### src/rtl/bridge_pkg.sv
// Shared constants for the UART-to-ibus bridge: protocol bytes, command FSM
// encodings and receiver state encodings.
package bridge_pkg;

    localparam logic [7:0] OP_WRITE = 8'h57;
    localparam logic [7:0] OP_READ  = 8'h52;
    localparam logic [7:0] ACK_BYTE = 8'h4B;

    localparam logic [3:0] ST_IDLE    = 4'd0;
    localparam logic [3:0] ST_ADR_HI  = 4'd1;
    localparam logic [3:0] ST_ADR_LO  = 4'd2;
    localparam logic [3:0] ST_DAT_HI  = 4'd3;
    localparam logic [3:0] ST_DAT_LO  = 4'd4;
    localparam logic [3:0] ST_ISSUE_W = 4'd5;
    localparam logic [3:0] ST_ISSUE_R = 4'd6;
    localparam logic [3:0] ST_WAIT_R  = 4'd7;
    localparam logic [3:0] ST_TX_B0   = 4'd8;
    localparam logic [3:0] ST_TX_B1   = 4'd9;

    localparam logic [1:0] RX_IDLE  = 2'd0;
    localparam logic [1:0] RX_START = 2'd1;
    localparam logic [1:0] RX_DATA  = 2'd2;
    localparam logic [1:0] RX_STOP  = 2'd3;

    // 8N1 frame as shifted out LSB first: start(0), data LSB..MSB, stop(1).
    function automatic logic [9:0] uart_frame(input logic [7:0] b);
        return {1'b1, b, 1'b0};
    endfunction

endpackage

### src/rtl/uart_rx_byte.sv
// Bit-level 8N1 receiver: synchronizes rx, finds the start bit, samples mid-bit
// and reports either a good byte or a framing error as a one-cycle pulse.
module uart_rx_byte
    import bridge_pkg::*;
#(
    parameter int BAUD_DIV = 434
) (
    input  logic       clk,
    input  logic       rst_n,
    input  logic       rx,
    output logic       byte_valid,
    output logic [7:0] data,
    output logic       frame_err
);

    localparam int CW = $clog2(BAUD_DIV);
    localparam logic [CW-1:0] CNT_LAST = CW'(BAUD_DIV - 1);
    localparam logic [CW-1:0] CNT_HALF = CW'(BAUD_DIV / 2);

    logic [1:0]    sync;
    logic          rx_d;
    logic          rx_s;
    logic [1:0]    rx_state;
    logic [CW-1:0] baud_cnt;
    logic [2:0]    bit_cnt;
    logic [7:0]    shreg;

    assign rx_s = sync[1];
    assign data = shreg;

    // NOTE: synchronizer and edge-detect flops reset to 1 (line idle) so that
    // reset release cannot fake a falling edge.
    always_ff @(posedge clk or negedge rst_n) begin
        if (!rst_n) begin
            sync       <= 2'b11;
            rx_d       <= 1'b1;
            rx_state   <= RX_IDLE;
            baud_cnt   <= '0;
            bit_cnt    <= '0;
            shreg      <= '0;
            byte_valid <= 1'b0;
            frame_err  <= 1'b0;
        end else begin
            sync       <= {sync[0], rx};
            rx_d       <= rx_s;
            byte_valid <= 1'b0;
            frame_err  <= 1'b0;
            case (rx_state)
                RX_IDLE: begin
                    if (rx_d && !rx_s) begin
                        rx_state <= RX_START;
                        baud_cnt <= '0;
                    end
                end
                RX_START: begin
                    // Re-check half a bit later; a short glitch returns to idle.
                    if (baud_cnt == CNT_HALF) begin
                        baud_cnt <= '0;
                        bit_cnt  <= '0;
                        rx_state <= rx_s ? RX_IDLE : RX_DATA;
                    end else begin
                        baud_cnt <= baud_cnt + 1'b1;
                    end
                end
                RX_DATA: begin
                    if (baud_cnt == CNT_LAST) begin
                        baud_cnt <= '0;
                        shreg    <= {rx_s, shreg[7:1]};
                        if (bit_cnt == 3'd7) rx_state <= RX_STOP;
                        else                 bit_cnt  <= bit_cnt + 1'b1;
                    end else begin
                        baud_cnt <= baud_cnt + 1'b1;
                    end
                end
                default: begin
                    if (baud_cnt == CNT_LAST) begin
                        baud_cnt   <= '0;
                        rx_state   <= RX_IDLE;
                        byte_valid <= rx_s;
                        frame_err  <= !rx_s;
                    end else begin
                        baud_cnt <= baud_cnt + 1'b1;
                    end
                end
            endcase
        end
    end

endmodule

### src/rtl/uart_ibus_bridge.sv
// UART command bridge: 'W' adr16 dat16 writes and acks with 'K'; 'R' adr16
// reads and returns the 16-bit word high byte first.
module uart_ibus_bridge
    import bridge_pkg::*;
#(
    parameter int BAUD_DIV = 434,
    parameter int RD_LAT   = 1
) (
    input  logic        clk,
    input  logic        rst_n,
    input  logic        rx,
    output logic        tx,
    output logic        ren,
    output logic [15:0] ibus_radr,
    input  logic [15:0] ibus_rdata,
    output logic        wen,
    output logic [15:0] ibus_wadr,
    output logic [15:0] ibus_wdata,
    output logic        busy
);

    localparam int CW = $clog2(BAUD_DIV);
    localparam logic [CW-1:0] CNT_LAST = CW'(BAUD_DIV - 1);

    logic        byte_valid;
    logic [7:0]  rx_data;
    logic        frame_err;

    logic [3:0]  state;
    logic        is_read;
    logic [7:0]  adr_hi;
    logic [7:0]  dat_hi;
    logic [15:0] adr;
    logic [2:0]  lat_cnt;
    logic [15:0] rdata_q;
    logic [7:0]  tx_byte;
    logic        tx_load;

    logic [9:0]    tx_frame;
    logic [3:0]    tx_bit;
    logic [CW-1:0] tx_cnt;
    logic          tx_active;
    logic          tx_done;

    uart_rx_byte #(.BAUD_DIV(BAUD_DIV)) u_rx (
        .clk        (clk),
        .rst_n      (rst_n),
        .rx         (rx),
        .byte_valid (byte_valid),
        .data       (rx_data),
        .frame_err  (frame_err)
    );

    assign busy = (state != ST_IDLE);
    assign tx   = tx_frame[0];

    // Idle line is an all-ones frame, so tx comes straight from a flop.
    always_ff @(posedge clk or negedge rst_n) begin
        if (!rst_n) begin
            tx_frame  <= '1;
            tx_bit    <= '0;
            tx_cnt    <= '0;
            tx_active <= 1'b0;
            tx_done   <= 1'b0;
        end else begin
            tx_done <= 1'b0;
            if (tx_load) begin
                tx_frame  <= uart_frame(tx_byte);
                tx_bit    <= '0;
                tx_cnt    <= '0;
                tx_active <= 1'b1;
            end else if (tx_active) begin
                if (tx_cnt == CNT_LAST) begin
                    tx_cnt   <= '0;
                    tx_frame <= {1'b1, tx_frame[9:1]};
                    if (tx_bit == 4'd9) begin
                        tx_active <= 1'b0;
                        tx_done   <= 1'b1;
                    end else begin
                        tx_bit <= tx_bit + 1'b1;
                    end
                end else begin
                    tx_cnt <= tx_cnt + 1'b1;
                end
            end
        end
    end

    // Strobes are set on the transition into ISSUE_* so they coincide with
    // that state for exactly one cycle and default back to 0.
    always_ff @(posedge clk or negedge rst_n) begin
        if (!rst_n) begin
            state      <= ST_IDLE;
            is_read    <= 1'b0;
            adr_hi     <= '0;
            dat_hi     <= '0;
            adr        <= '0;
            lat_cnt    <= '0;
            rdata_q    <= '0;
            tx_byte    <= '0;
            tx_load    <= 1'b0;
            ren        <= 1'b0;
            wen        <= 1'b0;
            ibus_radr  <= '0;
            ibus_wadr  <= '0;
            ibus_wdata <= '0;
        end else begin
            ren     <= 1'b0;
            wen     <= 1'b0;
            tx_load <= 1'b0;
            if (frame_err && state inside {ST_IDLE, ST_ADR_HI, ST_ADR_LO, ST_DAT_HI, ST_DAT_LO}) begin
                state <= ST_IDLE;
            end else begin
                case (state)
                    ST_IDLE: begin
                        if (byte_valid && (rx_data == OP_WRITE || rx_data == OP_READ)) begin
                            is_read <= (rx_data == OP_READ);
                            state   <= ST_ADR_HI;
                        end
                    end
                    ST_ADR_HI: begin
                        if (byte_valid) begin
                            adr_hi <= rx_data;
                            state  <= ST_ADR_LO;
                        end
                    end
                    ST_ADR_LO: begin
                        if (byte_valid) begin
                            adr <= {adr_hi, rx_data};
                            if (is_read) begin
                                ren       <= 1'b1;
                                ibus_radr <= {adr_hi, rx_data};
                                state     <= ST_ISSUE_R;
                            end else begin
                                state <= ST_DAT_HI;
                            end
                        end
                    end
                    ST_DAT_HI: begin
                        if (byte_valid) begin
                            dat_hi <= rx_data;
                            state  <= ST_DAT_LO;
                        end
                    end
                    ST_DAT_LO: begin
                        if (byte_valid) begin
                            wen        <= 1'b1;
                            ibus_wadr  <= adr;
                            ibus_wdata <= {dat_hi, rx_data};
                            state      <= ST_ISSUE_W;
                        end
                    end
                    ST_ISSUE_W: begin
                        tx_byte <= ACK_BYTE;
                        tx_load <= 1'b1;
                        state   <= ST_TX_B1;
                    end
                    ST_ISSUE_R: begin
                        lat_cnt <= 3'd1;
                        state   <= ST_WAIT_R;
                    end
                    ST_WAIT_R: begin
                        if (lat_cnt == 3'(RD_LAT)) begin
                            rdata_q <= ibus_rdata;
                            tx_byte <= ibus_rdata[15:8];
                            tx_load <= 1'b1;
                            state   <= ST_TX_B0;
                        end else begin
                            lat_cnt <= lat_cnt + 1'b1;
                        end
                    end
                    ST_TX_B0: begin
                        if (tx_done) begin
                            tx_byte <= rdata_q[7:0];
                            tx_load <= 1'b1;
                            state   <= ST_TX_B1;
                        end
                    end
                    ST_TX_B1: begin
                        if (tx_done) state <= ST_IDLE;
                    end
                    default: state <= ST_IDLE;
                endcase
            end
        end
    end

endmodule

### config.mk
export PLATFORM = sky130hd
export DESIGN_NAME = uart_ibus_bridge
export DESIGN_NICKNAME = d
export VERILOG_FILES = /design/src/rtl/bridge_pkg.sv /design/src/rtl/uart_rx_byte.sv /design/src/rtl/uart_ibus_bridge.sv
export SDC_FILE = /design/constraint.sdc
export NUM_CORES = 1
export LEC_CHECK = 0
export ABC_CLOCK_PERIOD_IN_PS = 3400
export CAP_MARGIN = 20
export CELL_PAD_IN_SITES_DETAIL_PLACEMENT = 2
export CELL_PAD_IN_SITES_GLOBAL_PLACEMENT = 2
export CORE_MARGIN = 4
export CORE_UTILIZATION = 34
export CTS_CLUSTER_DIAMETER = 100
export DETAILED_ROUTE_END_ITERATION = 10
export GPL_ROUTABILITY_DRIVEN = 0
export PLACE_DENSITY_LB_ADDON = 0.1
export SLEW_MARGIN = 20
export SYNTH_ARGS = -nofsm -noshare
export SYNTH_HDL_FRONTEND = slang
export SYNTH_SLANG_ARGS = --single-unit
### constraint.sdc
create_clock -name clk -period 3.4 [get_ports clk]
set_input_delay 0.51 -clock clk [delete_from_list [all_inputs] [get_ports clk]]
set_output_delay 0.51 -clock clk [all_outputs]
set_load 0.02 [all_outputs]
==> implementation parameters <==
Parameter                              Value

Run status
  Outcome ... finished clean

Routing
  Total wire length ... 17.9 mm
  Number of antenna-violating nets in the routed design ... 0
  Remaining routing DRC violations ... 0
  Iteration-0 DRC count of the detailed router ... just under 200
  Number of vias per cell ... 5.00
  WL per Instance ... 19.0 um
  Pre-Repair DR Iteration Count ... 4
  Vias post-DR ... 4713

Setup path
  Start-to-end type of the worst setup path ... reg2out
  Worst reg2reg path endpoint ... ibus_radr[7]$_DFFE_PN0P_
  Worst path arrival time ... 2.22 ns
  Library cell contributing the largest single delay on the critical path ... sky130_fd_sc_hd__or4_4
  R2r startpoint ... state[0]$_DFFE_PN0P_
  Critical path endpoint category ... output pin
  Critical path data required time ... 2.89 ns
  Setup slack, reg-to-reg ... 0.95 ns
  Maximum fanout along the worst path ... 17
  Cells along the critical path ... or4_4 -> clkdlybuf4s50_1
  Nature of the critical path startpoint ... flop
  Reg2reg path depth ... 3
  Delay contributed by the slowest stage of the critical path ... 0.65 ns

Cells and area
  Layout overhead on the synthesized area ... 23.0%
  Number of filler cells placed in the layout ... 2013
  Antenna cells ... 0
  Sequential cell area in the final layout ... 3970 um^2
  Final-stage net count ... 693
  Area used by multi-input combinational logic ... 2740 um^2
  Proportion of layout cells with a drive suffix above 1 ... 21.4%

CTS
  Hold Buf Count CTS ... 0
  Clock-pin slew on the worst setup and hold paths ... 0.07 ns
  Number of clock sinks ... roughly 160
  CTS tree ... yes
  CTS Buf Count ... 17
  Buffer cell driving the clock tree root ... sky130_fd_sc_hd__clkbuf_16
  Number of gates resized after CTS ... 0
  Max Root-Sink Buffers ... 2
  Number of setup buffers added after CTS ... 0
  Clk_lat worst skew ... 0.43 ns
  CTS H-tree lvls ... 4

Timing
  Summed negative setup slack over all endpoints ... 0 ns
  Setup Skew ... 0.0166 ns
  Actual slew at the worst max-slew pin ... 0.988 ns
  RSZ-0062 raised after global routing ... false
  Fmax ... 367 MHz
  Fin crit share ... ~80%
  Post-route worst hold slack ... 0.0728 ns
  Number of hold violations in the final report ... 0
  Relative slew slack ... 34.2%
  Setup violators final ... 0
  Pins over their slew limit ... 0
  Min Clock Period, post-route ... 2.73 ns

Logic synthesis
  Fraction of registers with async set/reset ... 100%
  Area fraction of the dominant cell type after synthesis ... 53.1%
  Mean cell area of the mapped netlist ... 11.7 um^2
  Synth area leaders ... sky130_fd_sc_hd__dfrtp_1, sky130_fd_sc_hd__mux2_2, sky130_fd_sc_hd__nand2_1, sky130_fd_sc_hd__dfstp_2, sky130_fd_sc_hd__mux2_4
  Mapped Nets ... about 600
  Library cell occupying the most area in the post-synthesis netlist ... sky130_fd_sc_hd__dfrtp_1
  Number of synthesis warnings ... 0
  FF+latch count, synth ... 158
  Post-Synthesis Cells ... 589
  Top FF cell, synth ... sky130_fd_sc_hd__dfrtp_1
  Part of the Yosys area used for sequential elements ... 57.7%
  Cell variety after synth ... 63
  Number of enable flip-flop cells after synthesis ... 0
  Area of the mapped netlist ... 6880 um^2

Floorplanning
  Die outline area ... 22600 um^2
  Area of the core region ... between 15000 and 20000 um^2
  Number of placed I/O pins ... slightly above 70
  Site Rows ... 51
  Y dimension of the die ... 150 um
  Die outline width ... 150 um
  Initial core utilization ... 34.9%

GRT
  First-pass GRT wire length ... roughly 30 mm
  Vias in the first global route ... roughly 5400
  Antenna violations before repair ... 0
  Total gr overflow ... 0
  Global Route Usage Sum ... around 17%
  Largest net degree at the start of global routing ... 73

Placement
  Detailed-placement wirelength estimate ... between 10 and 15 mm
  I/O Buffers ... 70

Power and ir drop
  Worst voltage drop across the vdd grid ... 308 uV
  Static Leak ... 4.02 nW
  Power per Cell Area ... 474 nW/um^2

Min path
  Path class of the lowest-slack min-delay path ... in2async

Flow run
  Max-capacitance violation count ... 0
layout by cell type, fill, tap and decap left out, types with 10 or more instances in the layout:
master	n
sky130_fd_sc_hd__a21oi_1	13
sky130_fd_sc_hd__clkbuf_16	17
sky130_fd_sc_hd__clkdlybuf4s50_1	69
sky130_fd_sc_hd__dfrtp_1	146
sky130_fd_sc_hd__dfstp_2	12
sky130_fd_sc_hd__ha_1	10
sky130_fd_sc_hd__inv_1	16
sky130_fd_sc_hd__mux2_2	68
sky130_fd_sc_hd__mux2i_1	10
sky130_fd_sc_hd__nand2_1	116
sky130_fd_sc_hd__nand3_1	11
sky130_fd_sc_hd__nor2_1	21
sky130_fd_sc_hd__o21ai_0	26
worst max-delay path by stage:
stage               slack (ns)              startpoint  cells after the start                         to
floorplan                 1.54  lat_cnt[0]$_DFFE_PN0P_                      6     tx_byte[0]$_DFFE_PN0P_
CTS                       0.65    state[0]$_DFFE_PN0P_                      2                       busy
finish                    0.67    state[0]$_DFFE_PN0P_                      2                       busy
detailed placement        0.90    state[2]$_DFFE_PN0P_                      5  ibus_wadr[11]$_DFFE_PN0P_
global route              0.61    state[0]$_DFFE_PN0P_                      2                       busy
global placement           1.0    state[0]$_DFFE_PN0P_                      3   ibus_radr[4]$_DFFE_PN0P_
layer usage:
metal	wire [um]	share of wire [%]	up-vias	global-route usage, %
met5	0	0	-	0
met4	175	0.98	0	4.94
met3	449	2.5	10	3.37
met2	9080	51	62	28.7
met1	8180	46	2454	22.4
li1	-	-	2187	-
cell type report:
class / count / area share (%)
inverters: 17 / 0.754
flip-flops and latches: 158 / 46.9
clock buffers: 17 / 5.03
clock inverters: 15 / 1.98
repair buffers: 77 / 9.06
multi-input cells: 393 / 32.4
well taps: 265 / 3.92
report_power, final:
group | internal [W] | total (W) | switching, W
registers | 0.00192 | 0.00197 | 0.0000487
logic | 0.0000759 | 0.000154 | 0.0000786
clock network | 0.000990 | 0.00189 | 0.000898
total | 0.00298 | 0.00401 | 0.00103
cells in the mapped netlist (6+ instances only):
library cell	n
sky130_fd_sc_hd__nand2_1	116
sky130_fd_sc_hd__buf_2	11
sky130_fd_sc_hd__o21ai_0	26
sky130_fd_sc_hd__a21o_1	7
sky130_fd_sc_hd__dfstp_2	12
sky130_fd_sc_hd__inv_1	16
sky130_fd_sc_hd__mux2_2	68
sky130_fd_sc_hd__mux2_4	9
sky130_fd_sc_hd__nor3b_1	6
sky130_fd_sc_hd__nor3_1	9
sky130_fd_sc_hd__nand3_1	11
sky130_fd_sc_hd__and3_1	8
sky130_fd_sc_hd__dfrtp_1	146
sky130_fd_sc_hd__ha_1	10
sky130_fd_sc_hd__mux2i_1	10
sky130_fd_sc_hd__nor2_1	21
sky130_fd_sc_hd__clkbuf_1	6
sky130_fd_sc_hd__a21oi_1	13
registers in the layout, summed over array words and instances, names as in the netlist, 9 cells and up:
| register | cells |
|---|---|
| adr | 16 |
| ibus_radr | 16 |
| ibus_wadr | 16 |
| ibus_wdata | 16 |
| tx_cnt | 9 |
| tx_frame | 9 |
| u_rx.baud_cnt | 9 |
kinds of logic (layout without fill, tap and decap cells):
family / Yosys count / in the layout / share of synthesized area, %
AO/OA/AOI/OAI: 73 / 73 / 6.65
XOR/XNOR: 8 / 8 / 1.02
adder cells (fa/ha/maj): 10 / 10 / 1.82
buffers and inverters: 38 / 126 / 2.54
flip-flops: 158 / 158 / 57.7
multiplexers: 87 / 87 / 14.5
AND/OR/NAND/NOR: 215 / 215 / 15.8
per-stage QoR:
step	setup slack, ns	cell area (um^2)	instances	total power (W)	util, %
finish	0.675	8460	942	0.00401	42.9
global placement	0.998	7870	910	0.00214	39.9
floorplan	1.54	6880	589	0.00206	-
global route	0.606	8460	942	0.00420	42.9
detailed placement	0.897	7870	910	0.00216	39.9
CTS	0.649	8460	942	0.00407	42.9
worst max-delay path: cells and delay by family (launching register included):
| family | cells | cell delay (ns) |
|---|---|---|
| and+or+nand+nor | 1 | 0.65 |
| DFF | 1 | 0.58 |
| buffers and inverters | 1 | 0.56 |
(Power assumes the default switching activity.)
